===== config.mk =====
export PLATFORM = sky130hd
export DESIGN_NAME = hdmi_i2c_target_regfile
export DESIGN_NICKNAME = d
export VERILOG_FILES = /design/src/rtl/hdmi_i2c_target_regfile.sv
export SDC_FILE = /design/constraint.sdc
export NUM_CORES = 2
export LEC_CHECK = 0
export BUFFER_PORTS_ARGS = -buffer_cell sky130_fd_sc_hd__buf_2
export CORE_UTILIZATION = 69
export DETAILED_ROUTE_END_ITERATION = 6
export PLACE_DENSITY = 0.86
export SYNTH_ARGS = -nofsm -noshare
export SYNTH_HDL_FRONTEND = slang
export SYNTH_SLANG_ARGS = --single-unit

===== constraint.sdc =====
create_clock -name clk -period 8.9 [get_ports clk]
set_input_delay 1.78 -clock clk [delete_from_list [all_inputs] [get_ports clk]]
set_output_delay 1.78 -clock clk [all_outputs]
set_load 0.02 [all_outputs]

===== src/rtl/hdmi_i2c_target_regfile.sv =====
// hdmi_i2c_target_regfile: oversampled I2C target fronting a 2**AW x 8 register file with a fabric read port
module hdmi_i2c_target_regfile #(
    parameter logic [6:0] DEV_ADDR = 7'h39,
    parameter int          AW       = 8
) (
    input  logic          clk,
    input  logic          reset,
    input  logic          scl_in,
    input  logic          sda_in,
    output logic          sda_oe,
    output logic          wr_en,
    output logic [AW-1:0] wr_addr,
    output logic [7:0]    wr_data,
    input  logic [AW-1:0] host_addr,
    output logic [7:0]    host_rdata,
    output logic          busy
);
    typedef enum logic [3:0] {
        IDLE, ADDR, ADDR_ACK, REG, REG_ACK, WDATA, WDATA_ACK, RDATA, RDATA_MACK, IGNORE
    } state_t;

    state_t        state, state_n;
    logic [1:0]    scl_s, sda_s;
    logic          scl_p, sda_p, scl, sda, scl_rise, scl_fall, start, stop;
    logic [7:0]    mem [2**AW];
    logic [7:0]    shift, shift_n, byte_in;
    logic [3:0]    bcnt, bcnt_n;
    logic [AW-1:0] ptr, ptr_n, ptr_inc;
    logic          rw, rw_n, sda_oe_n, busy_n, commit;

    assign scl      = scl_s[1];
    assign sda      = sda_s[1];
    assign scl_rise = scl & ~scl_p;
    assign scl_fall = ~scl & scl_p;
    assign start    = scl & scl_p & sda_p & ~sda;
    assign stop     = scl & scl_p & ~sda_p & sda;
    assign byte_in  = {shift[6:0], sda};
    assign ptr_inc  = ptr + 1'b1;

    // Pin synchronizers and edge history; kept out of reset so a reset mid-transfer cannot fabricate a START
    always_ff @(posedge clk) begin
        scl_s <= {scl_s[0], scl_in};
        sda_s <= {sda_s[0], sda_in};
        scl_p <= scl_s[1];
        sda_p <= sda_s[1];
    end

    // Protocol next-state: bus conditions override bit handling; SDA drive only moves on SCL falls
    always_comb begin
        state_n  = state;
        shift_n  = shift;
        bcnt_n   = bcnt;
        ptr_n    = ptr;
        rw_n     = rw;
        sda_oe_n = sda_oe;
        busy_n   = busy;
        commit   = 1'b0;
        if (start) begin
            state_n  = ADDR;
            bcnt_n   = 4'd0;
            sda_oe_n = 1'b0;
            busy_n   = 1'b1;
        end else if (stop) begin
            state_n  = IDLE;
            sda_oe_n = 1'b0;
            busy_n   = 1'b0;
        end else begin
            case (state)
                ADDR, REG, WDATA: if (scl_rise) begin
                    shift_n = byte_in;
                    bcnt_n  = bcnt + 4'd1;
                    if (bcnt == 4'd7) begin
                        bcnt_n = 4'd0;
                        if (state == ADDR) begin
                            state_n = (byte_in[7:1] == DEV_ADDR) ? ADDR_ACK : IGNORE;
                            busy_n  = byte_in[7:1] == DEV_ADDR;
                            rw_n    = byte_in[0];
                        end else if (state == REG) begin
                            state_n = REG_ACK;
                            ptr_n   = AW'(byte_in);
                        end else begin
                            state_n = WDATA_ACK;
                            commit  = 1'b1;
                            ptr_n   = ptr_inc;
                        end
                    end
                end
                ADDR_ACK, REG_ACK, WDATA_ACK: if (scl_fall) begin
                    sda_oe_n = ~sda_oe;
                    if (sda_oe) begin
                        bcnt_n  = 4'd0;
                        state_n = (state == ADDR_ACK) ? (rw ? RDATA : REG) : WDATA;
                        if (state == ADDR_ACK && rw) begin
                            shift_n  = mem[ptr];
                            sda_oe_n = ~mem[ptr][7];
                        end
                    end
                end
                RDATA: begin
                    if (scl_rise) bcnt_n = bcnt + 4'd1;
                    else if (scl_fall) begin
                        sda_oe_n = bcnt[3] ? 1'b0 : ~shift[~bcnt[2:0]];
                        state_n  = bcnt[3] ? RDATA_MACK : RDATA;
                    end
                end
                RDATA_MACK: if (scl_rise) begin
                    state_n = sda ? IGNORE : RDATA;
                    if (!sda) begin
                        ptr_n   = ptr_inc;
                        shift_n = mem[ptr_inc];
                        bcnt_n  = 4'd0;
                    end
                end
                IDLE, IGNORE: state_n = state;
                default: state_n = IDLE;
            endcase
        end
    end

    // State and output registers, plus the registered host read
    always_ff @(posedge clk) begin
        if (reset) begin
            state      <= IDLE;
            shift      <= 8'h00;
            bcnt       <= 4'd0;
            ptr        <= '0;
            rw         <= 1'b0;
            sda_oe     <= 1'b0;
            busy       <= 1'b0;
            wr_en      <= 1'b0;
            wr_addr    <= '0;
            wr_data    <= 8'h00;
            host_rdata <= 8'h00;
        end else begin
            state      <= state_n;
            shift      <= shift_n;
            bcnt       <= bcnt_n;
            ptr        <= ptr_n;
            rw         <= rw_n;
            sda_oe     <= sda_oe_n;
            busy       <= busy_n;
            wr_en      <= commit;
            if (commit) begin
                wr_addr <= ptr;
                wr_data <= byte_in;
            end
            host_rdata <= mem[host_addr];
        end
    end

    // Register file write port; contents deliberately survive reset
    always_ff @(posedge clk) begin
        if (commit && !reset) mem[ptr] <= byte_in;
    end
endmodule


==> results.toml, run 1 <==
[status]
status = "did not finish"
lastStage = "detailed routing (5_2_route)"
firstError = "Error: net499 12 pin not visited #guides = 512"

[clocking]
cts.repair.resized = 0
cts_htree_levels = 4
numClockSinks = 2114
postCtsSetupBuffers = 0
cts.root.buffer_cell = "clkbuf_16"
holdBufCountCts = 0
clockBufferDepth = 3
numCtsBuffers = 213

[die]
start_util = 0.698
chipHeight_um = 408
die_w_um = 408
rows = 148
io_pins = 39

[synth]
synth_compound_area_frac = 0.0279
synthDistinctLibCells = 67
netlist_area_sq_um = 114000
synth_top_cell_by_area = "edfxtp_1"
synth.avg_cell_area_sq_um = 19.8
synth-simple-area-share = 0.0255
synth_edf_count = 2048
synth_top_family_by_area = "multiplexers"
yosys.area_share.adder = 0.000549
yosys_most_used_dff = "edfxtp_1"
ys_ff_latch = 2114
synth.area.mux_share = 0.371
synth_xor_area_frac = 0.000845
syn-num-nets = 5764
synth_top_area_frac = 0.539
synth-seq-area-share = 0.551
synthTopCellsByArea = "edfxtp_1 54%, mux4_2 36%, dfxtp_1 1.2%, nor2_1 1.1%, buf_2 1.1%"
ys.warnings.count = 0
synthArstFlopShare = 0
syn-instance-count = 5747

[global_routing]
grt_pass1_wl_um = 587000
overflow = 0
antenna_found_initial = 57
grt_util_all_layers = 0.514
grt_max_degree = 133
grt_pass1_vias = 74100

[place]
gp_congestion = 1.04
dp_hpwl_um = 257000
io_buffers = 38
dpl_worst_slack_ns = 2.65
-- cell usage after synthesis (5+ instances only) --
cell,count
edfxtp_1,2048
mux4_2,1840
nor2_1,324
buf_2,241
clkbuf_1,195
nand2_1,162
a21oi_1,89
a22oi_1,87
mux2i_1,79
dfxtp_1,66
buf_1,61
nor3_1,48
a221oi_1,44
nand3_1,43
buf_4,40
o21ai_0,40
o22ai_1,38
a211oi_1,37
nor2b_1,33
a22o_1,31
a31oi_1,21
inv_1,13
and3_1,11
nand2b_1,11
buf_6,10
nand4_1,10
nor4_1,9
and2_1,8
o211ai_1,8
o311ai_0,8
xnor2_1,8
mux2_2,7
o2111ai_1,6
ha_1,5
o31ai_1,5
or2_2,5
-- per-stage QoR --
stage	cells	area, sq um	utilization
5_1_grt	8106	124000	0.758
4_1_cts	8086	124000	0.757
3_5_place_dp	7683	117000	0.716
3_3_place_gp	7683	117000	0.716
2_1_floorplan	5747	114000	-
-- metal layers --
metal	global-route usage
met3	0.277
met5	0.0342
met2	0.707
met1	0.624
met4	0.355
-- kinds of logic after synthesis --
logic type | after synthesis
buf+inv | 562
mux | 1926
compound gates | 455
xor+xnor | 11
flops | 2114
simple gates | 674
fa+ha+maj | 5
==> run 2: changes to the inputs <==
- CORE_UTILIZATION: 69 -> 40
- PLACE_DENSITY: 0.86 -> not set
- PLACE_DENSITY_LB_ADDON: not set -> 0.15
==> results.toml, run 2 <==
[synth]
ys_top_cells_by_count = "2048 x edfxtp_1, 1840 x mux4_2, 324 x nor2_1"
synthArstFlopShare = 0
synth_edf_count = 2048
yosys_most_used_dff = "edfxtp_1"
synthTopCellsByArea = "edfxtp_1 54%, mux4_2 36%, dfxtp_1 1.2%, nor2_1 1.1%, buf_2 1.1%"
synth_top_cell_by_area = "edfxtp_1"
ys.warnings.count = 0
ys_ff_latch = 2114
synth.avg_cell_area_sq_um = 19.8
syn-num-nets = 5764
netlist_area_sq_um = 114000
synthDistinctLibCells = 67
syn-instance-count = 5747
yosysMostFrequentCell = "edfxtp_1"
synth-seq-area-share = 0.551
synth_top_area_frac = 0.539

[clocking]
numClockSinks = 2114
insertion_delay_ns = 0.94
holdBufCountCts = 0
numCtsBuffers = 239
postCtsSetupBuffers = 0
cts.repair.resized = 0
clockBufferDepth = 4
cts_tree = "done"
cts.root.buffer_cell = "clkbuf_16"
path_clk_slew_ns = 0.06
cts_htree_levels = 4

[setup_path]
critical_path.startpoint_type = "flip-flop"
required_ns = 9.71
crit_path_end_kind = "flip-flop"
critPathKind = "flip-flop to flip-flop"
crit_arrival_ns = 6.65
cp_max_fo = 58

[die]
die_w_um = 536
start_util = 0.403
rows = 195
io_pins = 39
dieArea_sq_um = 287000
chipHeight_um = 536
coreArea_sq_um = 283000

[route]
post_drt_wl_per_cell_um = 46.2
ant_nets = 0
num_vias = 71500
firstDrtPassIters = 7
drt_iter0_drc = 11900
drt-total-wl_um = 453000
via_per_inst = 7.29
drc = 0

[sta]
setup_tns_ns = 0
grt_setup_unrepaired = "false"
finClkSkew_ns = 0.0653
min_period_ns = 5.85
slew_headroom = 0.0176
final_max_slew_viol_count = 0
max_freq_ghz = 0.171
hold_viol = 0
worst_pin_slew_ns = 1.47
period_share = 0.657
fin_ws_ns = 3.05
setup_viol = 0

[global_routing]
overflow = 0
grt_max_degree = 195
antenna_found_initial = 42
grt_pass1_wl_um = 613000
grt_util_all_layers = 0.315
grt_pass1_vias = 68300

[place]
gp_congestion = 0.958
io_buffers = 38
dp_hpwl_um = 296000
dpl_worst_slack_ns = 3.07

[finish]
most-common-layout-cells = "2048 x edfxtp_1, 1840 x mux4_2, 328 x buf_4"
area_growth_syn_to_layout_pct = 11.7
final_nets = 5856
final_common_cell = "edfxtp_1"
drive_above_1_share = 0.439
largest-register = "mem"
largest_reg_flops = 2048

[power]
ir_drop_mv = 0.240
power_density_nw_per_um2 = 202
p_leak_nw = 37.9

[flow_run]
drv_cap = 0

[min_path]
min-delay-path-class = "flip-flop to flip-flop"

[status]
status = "finished, final reports clean"
-- run 2: cells by family after synthesis --
| family | synth area share |
|---|---|
| xor gates and xnor gates | 0.000845 |
| adders and majority gates | 0.000549 |
| muxes | 0.371 |
| buffers and inverters | 0.0231 |
| AOI/OAI and AO/OA | 0.0279 |
| DFF | 0.551 |
| and+or+nand+nor | 0.0255 |
-- run 2: critical path: stages, from the launching register on --
cell	delay (ns)
dfxtp_4	0.73
inv_1	0.19
ha_4	0.84
buf_12	0.48
mux4_2	0.63
mux4_2	0.63
a22o_1	0.28
a221oi_1	1.08
o22ai_1	0.33
o31ai_1	0.33
a21oi_1	0.11
-- run 2: metal layers --
layer,up-vias,wire [um],share of wire,global-route usage
li1,26000,-,-,-
met1,39100,171000,0.38,0.436
met2,5609,199000,0.44,0.456
met3,855,61100,0.13,0.106
met4,20,21200,0.047,0.129
met5,-,285,0.00063,0.00383
-- run 2: final timing paths --
kind	from	end	slack, ns	cells after the start
max	ptr[0]$_SDFFE_PP0P_	shift[2]$_SDFFE_PP0P_	3.05	10
min	scl_s[0]$_DFF_P_	scl_s[1]$_DFF_P_	0.33	0
max reg2reg	ptr[0]$_SDFFE_PP0P_	shift[2]$_SDFFE_PP0P_	3.05	10
min reg2reg	scl_s[0]$_DFF_P_	scl_s[1]$_DFF_P_	0.33	0
-- run 2: power breakdown --
group / total (W) / internal [W] / switching [W]
clock: 0.00985 / 0.00561 / 0.00424
combinational: 0.00347 / 0.00102 / 0.00245
sequential: 0.0125 / 0.0122 / 0.000260
total: 0.0258 / 0.0188 / 0.00695
-- run 2: layout make-up --
type / count / area (sq um)
diodes: 29 / 72.6
clock buffers: 295 / 6260
clock inverters: 139 / 1300
fillers: 23800 / 155000
inverters: 15 / 58.8
multi-input cells: 3071 / 48700
flip-flops and latches: 2114 / 62900
well taps: 3743 / 4680
repair buffers: 398 / 3330
-- run 2: stage by stage --
stage / power, W / instance area, sq um / utilization / cells / hold slack, ns
final: 0.0258 / 127000 / 0.450 / 9804 / 0.335
after global placement: 0.0160 / 120000 / 0.423 / 9341 / 0.319
after floorplan: 0.0147 / 114000 / - / 5747 / 0.310
after detailed placement: 0.0160 / 120000 / 0.423 / 9341 / 0.317
after CTS: 0.0258 / 127000 / 0.450 / 9775 / 0.337
after global routing: 0.0263 / 127000 / 0.450 / 9778 / 0.339
Note: power is estimated with default switching activity, not from simulation.
